$ cat config.mk
export PLATFORM = sky130hd
export DESIGN_NAME = frog_key_decoder
export DESIGN_NICKNAME = d
export VERILOG_FILES = /design/src/rtl/frog_pkg.sv /design/src/rtl/ps2_rx.sv /design/src/rtl/frog_key_decoder.sv
export SDC_FILE = /design/constraint.sdc
export NUM_CORES = 1
export LEC_CHECK = 0
export CAP_MARGIN = 10
export CELL_PAD_IN_SITES_DETAIL_PLACEMENT = 1
export CELL_PAD_IN_SITES_GLOBAL_PLACEMENT = 1
export CORE_MARGIN = 2
export CORE_UTILIZATION = 46
export CTS_BUF_LIST = sky130_fd_sc_hd__clkbuf_4
export CTS_CLUSTER_DIAMETER = 150
export CTS_CLUSTER_SIZE = 40
export DETAILED_ROUTE_END_ITERATION = 8
export GPL_TIMING_DRIVEN = 1
export PLACE_DENSITY = 0.85
export SLEW_MARGIN = 5
export SYNTH_ARGS = -nofsm -noshare
export SYNTH_HDL_FRONTEND = slang
export SYNTH_HIERARCHICAL = 1
export SYNTH_SLANG_ARGS = --single-unit
export TNS_END_PERCENT = 100
$ cat constraint.sdc
create_clock -name Clk -period 2.1 [get_ports Clk]
set_input_delay 0.42 -clock Clk [delete_from_list [all_inputs] [get_ports Clk]]
set_output_delay 0.42 -clock Clk [all_outputs]
set_load 0.05 [all_outputs]
$ cat src/rtl/frog_pkg.sv
// Shared scan codes, prefix states and direction payload for the frog PS/2 key decoder.
package frog_pkg;

  localparam int unsigned CODE_W = 8;

  localparam logic [CODE_W-1:0] SC_EXT   = 8'hE0;
  localparam logic [CODE_W-1:0] SC_BRK   = 8'hF0;
  localparam logic [CODE_W-1:0] SC_UP    = 8'h75;
  localparam logic [CODE_W-1:0] SC_DOWN  = 8'h72;
  localparam logic [CODE_W-1:0] SC_LEFT  = 8'h6B;
  localparam logic [CODE_W-1:0] SC_RIGHT = 8'h74;
  localparam logic [CODE_W-1:0] SC_W     = 8'h1D;
  localparam logic [CODE_W-1:0] SC_S     = 8'h1B;
  localparam logic [CODE_W-1:0] SC_A     = 8'h1C;
  localparam logic [CODE_W-1:0] SC_D     = 8'h23;

  typedef enum logic [1:0] {P_IDLE, P_EXT, P_BRK, P_EXT_BRK} prefix_t;

  typedef struct packed {
    logic up;
    logic down;
    logic left;
    logic right;
  } dir_t;

  // Direction bit addressed by a scan code; arrows need the E0 prefix, WASD must not have it.
  function automatic dir_t key_mask(input logic [CODE_W-1:0] code, input logic ext,
                                    input logic wasd);
    dir_t m;
    m = '0;
    if (ext) begin
      case (code)
        SC_UP:    m.up    = 1'b1;
        SC_DOWN:  m.down  = 1'b1;
        SC_LEFT:  m.left  = 1'b1;
        SC_RIGHT: m.right = 1'b1;
        default:  m = '0;
      endcase
    end else if (wasd) begin
      case (code)
        SC_W:    m.up    = 1'b1;
        SC_S:    m.down  = 1'b1;
        SC_A:    m.left  = 1'b1;
        SC_D:    m.right = 1'b1;
        default: m = '0;
      endcase
    end
    return m;
  endfunction

endpackage

$ cat src/rtl/ps2_rx.sv
// PS/2 frame receiver: pin synchronizers, falling-edge sampling, frame checks and
// a mid-frame idle timeout. Outputs are registered one cycle after the 11th sample.
module ps2_rx #(
  parameter int unsigned SYNC_STAGES = 2,
  parameter int unsigned TIMEOUT_CYC = 50000
) (
  input  logic       clk,
  input  logic       rst,
  input  logic       ps2_clk,
  input  logic       ps2_data,
  output logic [7:0] rx_byte,
  output logic       rx_valid,
  output logic       rx_err
);

  localparam int unsigned TMO_W   = (TIMEOUT_CYC > 2) ? $clog2(TIMEOUT_CYC) : 1;
  localparam int unsigned CNT_W   = 4;
  localparam int unsigned FRAME_W = 10;

  logic [SYNC_STAGES-1:0] clk_sync_q;
  logic [SYNC_STAGES-1:0] data_sync_q;
  logic                   clk_prev_q;
  logic [CNT_W-1:0]       bitcnt_q, bitcnt_d;
  logic [FRAME_W-1:0]     shreg_q, shreg_d;
  logic [TMO_W-1:0]       tmo_q, tmo_d;
  logic [7:0]             byte_q, byte_d;
  logic                   valid_q, valid_d;
  logic                   err_q, err_d;

  logic clk_s;
  logic data_s;
  logic fall;
  logic frame_ok;

  assign clk_s  = clk_sync_q[SYNC_STAGES-1];
  assign data_s = data_sync_q[SYNC_STAGES-1];
  assign fall   = clk_prev_q & ~clk_s;

  // shreg_q holds start in [0], D0..D7 in [8:1], parity in [9]; stop is the live sample.
  assign frame_ok = ~shreg_q[0] & (^shreg_q[9:1]) & data_s;

  always_ff @(posedge clk) begin
    if (rst) begin
      clk_sync_q  <= '1;
      data_sync_q <= '1;
      clk_prev_q  <= 1'b1;
      bitcnt_q    <= '0;
      shreg_q     <= '0;
      tmo_q       <= '0;
      byte_q      <= '0;
      valid_q     <= 1'b0;
      err_q       <= 1'b0;
    end else begin
      clk_sync_q  <= {clk_sync_q[SYNC_STAGES-2:0], ps2_clk};
      data_sync_q <= {data_sync_q[SYNC_STAGES-2:0], ps2_data};
      clk_prev_q  <= clk_s;
      bitcnt_q    <= bitcnt_d;
      shreg_q     <= shreg_d;
      tmo_q       <= tmo_d;
      byte_q      <= byte_d;
      valid_q     <= valid_d;
      err_q       <= err_d;
    end
  end

  always_comb begin
    bitcnt_d = bitcnt_q;
    shreg_d  = shreg_q;
    tmo_d    = tmo_q;
    byte_d   = byte_q;
    valid_d  = 1'b0;
    err_d    = 1'b0;
    if (fall) begin
      tmo_d = '0;
      if (bitcnt_q == CNT_W'(FRAME_W)) begin
        bitcnt_d = '0;
        if (frame_ok) begin
          valid_d = 1'b1;
          byte_d  = shreg_q[8:1];
        end else begin
          err_d = 1'b1;
        end
      end else begin
        shreg_d  = {data_s, shreg_q[FRAME_W-1:1]};
        bitcnt_d = bitcnt_q + CNT_W'(1);
      end
    end else if (bitcnt_q != '0) begin
      // Stalled mid-frame: abort so the next start bit realigns the receiver.
      if (tmo_q == TMO_W'(TIMEOUT_CYC - 1)) begin
        bitcnt_d = '0;
        tmo_d    = '0;
        err_d    = 1'b1;
      end else begin
        tmo_d = tmo_q + TMO_W'(1);
      end
    end else begin
      tmo_d = '0;
    end
  end

  assign rx_byte  = byte_q;
  assign rx_valid = valid_q;
  assign rx_err   = err_q;

endmodule

$ cat src/rtl/frog_key_decoder.sv
// PS/2 keyboard front end: decodes E0/F0 prefixed scan codes into level-held
// up/down/left/right bits for the frog movement logic.
module frog_key_decoder
  import frog_pkg::*;
#(
  parameter int unsigned SYNC_STAGES = 2,
  parameter int unsigned TIMEOUT_CYC = 50000,
  parameter bit          ENABLE_WASD = 1'b1
) (
  input  logic       Clk,
  input  logic       Reset,
  input  logic       ps2_clk,
  input  logic       ps2_data,
  output logic       up,
  output logic       down,
  output logic       left,
  output logic       right,
  output logic [7:0] keycode,
  output logic       code_valid,
  output logic       frame_err
);

  logic [7:0] rx_byte;
  logic       rx_valid;
  logic       rx_err;

  prefix_t prefix_q, prefix_d;
  dir_t    dir_q, dir_d;

  ps2_rx #(
    .SYNC_STAGES(SYNC_STAGES),
    .TIMEOUT_CYC(TIMEOUT_CYC)
  ) u_rx (
    .clk     (Clk),
    .rst     (Reset),
    .ps2_clk (ps2_clk),
    .ps2_data(ps2_data),
    .rx_byte (rx_byte),
    .rx_valid(rx_valid),
    .rx_err  (rx_err)
  );

  always_ff @(posedge Clk) begin
    if (Reset) begin
      prefix_q <= P_IDLE;
      dir_q    <= '0;
    end else begin
      prefix_q <= prefix_d;
      dir_q    <= dir_d;
    end
  end

  // Prefix tracking; direction bits only move on a complete make or break sequence.
  always_comb begin
    prefix_d = prefix_q;
    dir_d    = dir_q;
    if (rx_err) begin
      prefix_d = P_IDLE;
    end else if (rx_valid) begin
      case (prefix_q)
        P_IDLE: begin
          if (rx_byte == SC_EXT) begin
            prefix_d = P_EXT;
          end else if (rx_byte == SC_BRK) begin
            prefix_d = P_BRK;
          end else begin
            dir_d = dir_q | key_mask(rx_byte, 1'b0, ENABLE_WASD);
          end
        end
        P_EXT: begin
          if (rx_byte == SC_BRK) begin
            prefix_d = P_EXT_BRK;
          end else if (rx_byte != SC_EXT) begin
            dir_d    = dir_q | key_mask(rx_byte, 1'b1, ENABLE_WASD);
            prefix_d = P_IDLE;
          end
        end
        P_BRK: begin
          dir_d    = dir_q & ~key_mask(rx_byte, 1'b0, ENABLE_WASD);
          prefix_d = P_IDLE;
        end
        P_EXT_BRK: begin
          dir_d    = dir_q & ~key_mask(rx_byte, 1'b1, ENABLE_WASD);
          prefix_d = P_IDLE;
        end
        default: prefix_d = P_IDLE;
      endcase
    end
  end

  assign up         = dir_q.up;
  assign down       = dir_q.down;
  assign left       = dir_q.left;
  assign right      = dir_q.right;
  assign keycode    = rx_byte;
  assign code_valid = rx_valid;
  assign frame_err  = rx_err;

endmodule

==> flow_metrics.py <==
metrics = {
    "outcome": {
        "outcome": "completed",
    },
    "placement": {
        "dp_cells": 321,
        "place.gp.congestion": 0.7836,
        "dpl_worst_slack_ns": 0.09015,
        "port_buffers": 17,
        "place_hpwl_um": 3469,
    },
    "layout": {
        "syn_to_final_growth_pct": 15.06,
        "stdcell_count": 330,
        "nNetsFinal": 270,
        "n_antenna_cell": 0,
        "post-route-util_pct": 55.50,
        "drive_gt1_share_pct": 9.886,
    },
    "detailed_routing": {
        "m1WireLength_um": 2246,
        "routed_wl_um": 4817,
        "drt-vias-per-instance": 5.415,
        "drc_errors": 0,
        "drtAntennaViolNets": 0,
        "wl_per_cell_um": 14.60,
        "num_vias": 1787,
        "firstDrtPassIters": 4,
        "met3WireLength_um": 152,
        "routed.top_layer": "met4",
        "drtIter0Drc": 121,
        "met2_length_um": 2346,
    },
    "yosys": {
        "ys_top_cells_by_area": "dfxtp_1 (45%), mux2i_1 (8.7%), nor2_1 (8.3%)",
        "synth-edff-count": 0,
        "ys.flop_type": "dfxtp_1",
        "syn_nets": 248,
        "synth_top_cells_by_count": "dfxtp_1 (51), nor2_1 (51), mux2i_1 (20)",
        "synth_area_um2": 2293,
        "ys_seq_elements": 51,
        "yosys.area.top_type": "dfxtp_1",
        "syn_avg_cell_area_um2": 9.556,
        "yosysSeqAreaShare_pct": 44.52,
        "syn_inst": 240,
        "async_reset_ff_share_pct": 0,
        "synth_top_area_share_pct": 44.52,
        "yosys_warnings": 6,
        "synthDistinctLibCells": 47,
    },
    "timing": {
        "slew_headroom_pct": 57.46,
        "finalCritPeriodShare_pct": 97.22,
        "setup_viol": 0,
        "hold_slack_ns": 0.4298,
        "period_minus_slack_ns": 2.042,
        "fmax_mhz": 489.8,
        "fin_worst_skew_ns": 0.01491,
        "slew_violations": 0,
        "tightest_slew_ns": 0.6366,
        "worst_slack_ns": 0.05840,
        "hold_violations": 0,
        "rsz0062_at_grt": "yes",
    },
    "setup_path": {
        "path_max_fanout": 5,
        "required_ns": 2.36,
        "max_stage_delay_ns": 0.56,
        "cp-end-kind": "register",
        "crit_chain": "inv_1 -> ha_1 -> nand3b_1 -> nor4_2 -> mux2i_2 -> mux2i_1 -> nor2_1",
        "cp.arrival_ns": 2.30,
        "startpoint_type": "register",
        "r2r_cells": 7,
        "cp_slowest_cell": "nor4_2",
        "worst-setup-path-type": "register to register",
    },
    "floorplanning": {
        "io_pins": 18,
        "start_util_pct": 48.24,
        "die-width_um": 74.61,
        "die_height_um": 74.61,
        "num_rows": 25,
        "coreArea_um2": 4755,
        "dieArea_um2": 5567,
    },
    "clocking": {
        "clockBufferDepth": 2,
        "numCtsBuffers": 5,
        "holdBufCountCts": 0,
        "clk_latency_ns": 0.36,
        "htree_levels": 2,
        "cts_setup_buffers": 0,
        "cts_sinks": 51,
        "cts-root-buf": "clkbuf_4",
        "clkTransAtPathRegs_ns": 0.13,
        "cts_tree": "built",
    },
    "power_and_ir_drop": {
        "clock_power_share_pct": 29.9,
        "p_per_area_nw_per_um2": 560.8,
        "pwr-share-comb_pct": 3.8,
        "switching_share_pct": 21.83,
        "p_leak_nw": 1.109,
        "finalPower_mw": 1.480,
        "seqPwrFrac_pct": 66.2,
        "vdd_drop_max_uv": 369.5,
        "p_int_mw": 1.157,
        "p_switching_mw": 0.3231,
    },
    "global_route": {
        "grt.total_usage_pct": 18.77,
        "grt_max_degree": 37,
        "grt.overflow.total": 0,
        "antenna_found_initial": 0,
        "grt_pass1_wl_um": 7948,
        "first_global_vias": 1682,
    },
    "hold_path": {
        "hold_class": "register to register",
        "hold-path-cell-count": 1,
    },
    "job": {
        "cap_violations": 0,
    },
}
per-stage QoR:
step                cell area (um2)  TNS (ns)
finish                         2639         0
global route                   2639  -0.06083
CTS                            2608         0
detailed placement             2560         0
global placement               2560         0
floorplan                      2293         0
cell usage in the layout (no fill, tap or decap), types with 3 or more instances in the layout:
| cell | synthesis | routed |
|---|---|---|
| clkbuf_4 | 0 | 7 |
| mux2i_1 | 20 | 20 |
| xnor2_1 | 9 | 9 |
| nand4_1 | 4 | 4 |
| nor3_1 | 5 | 5 |
| nand3_1 | 10 | 10 |
| nor2b_1 | 4 | 4 |
| ha_1 | 4 | 4 |
| nand2_1 | 8 | 8 |
| nand2b_1 | 3 | 3 |
| xor2_1 | 10 | 10 |
| or2_2 | 5 | 5 |
| or4b_1 | 3 | 3 |
| and4b_1 | 3 | 3 |
| inv_1 | 6 | 6 |
| clkdlybuf4s50_1 | 0 | 7 |
| nor2_1 | 51 | 51 |
| nand4b_1 | 3 | 3 |
| a21oi_1 | 5 | 5 |
| dfxtp_1 | 51 | 51 |
| dlygate4sd2_1 | 0 | 8 |
power by group through the flow:
stage,Sequential (mW),Combinational (mW),Clock (mW)
detailed placement,1.00,0.0563,0
global placement,1.00,0.0546,0
floorplan,1.00,0.0357,0
global route,0.982,0.0625,0.506
CTS,0.980,0.0564,0.472
finish,0.980,0.0564,0.443
repair_timing:
item	CTS	global route
cloned	0	1
resized for setup	8	4
setup endpoints to repair	8	5
logic make-up (layout without fill, tap and decap cells):
kind of cell | Yosys count | count (layout) | share of synthesized area, %
flip-flops | 51 | 51 | 44.52
AND/OR/NAND/NOR | 112 | 112 | 26.35
AO/OA/AOI/OAI | 16 | 16 | 4.583
XOR/XNOR | 21 | 21 | 9.329
buffers and inverters | 14 | 36 | 2.836
multiplexers | 22 | 23 | 10.20
adder cells (fa/ha/maj) | 4 | 4 | 2.182
critical path: cells and delay by family, from the launching register on:
| kind | cells | cell delay (ns) |
|---|---|---|
| simple gates | 3 | 0.80 |
| mux | 2 | 0.47 |
| flops | 1 | 0.38 |
| fa+ha+maj | 1 | 0.19 |
| buf+inv | 1 | 0.10 |
registers in the layout, summed over array words and instances, names as in the netlist:
| register | cells |
|---|---|
| right | 1 |
| u_rx/tmo_q | 16 |
| u_rx/rx_valid | 1 |
| down | 1 |
| up | 1 |
| u_rx/rx_err | 1 |
| u_rx/bitcnt_q | 4 |
| u_rx/clk_sync_q | 2 |
| u_rx/clk_prev_q | 1 |
| left | 1 |
| u_rx/rx_byte | 8 |
| prefix_q | 2 |
| u_rx/data_sync_q | 2 |
| u_rx/shreg_q | 10 |
layout make-up:
type	count	area [um2]
clock buffer	7	52.55
timing repair buffer	20	212.7
tap	67	83.83
multi-input combinational	176	1234
fill	552	2116
clock inverter	1	5.005
sequential	51	1021
inverter	8	30.03
path summary, 6_finish.rpt:
| path | from | end | slack, ns |
|---|---|---|---|
| min reg2reg | u_rx/clk_sync_q[0] | u_rx/clk_sync_q[1] | 0.43 |
| min | u_rx/clk_sync_q[0] | u_rx/clk_sync_q[1] | 0.43 |
| max | u_rx/bitcnt_q[0] | u_rx/rx_byte[4] | 0.06 |
| max reg2reg | u_rx/bitcnt_q[0] | u_rx/rx_byte[4] | 0.06 |
layer usage:
layer,GRT usage (%),vias to the layer above
li1,-,885
met1,23.03,872
met2,32.84,25
met3,4.150,5
met4,5.952,0
met5,0,-
No activity file was read; power rests on OpenSTA's default activity.
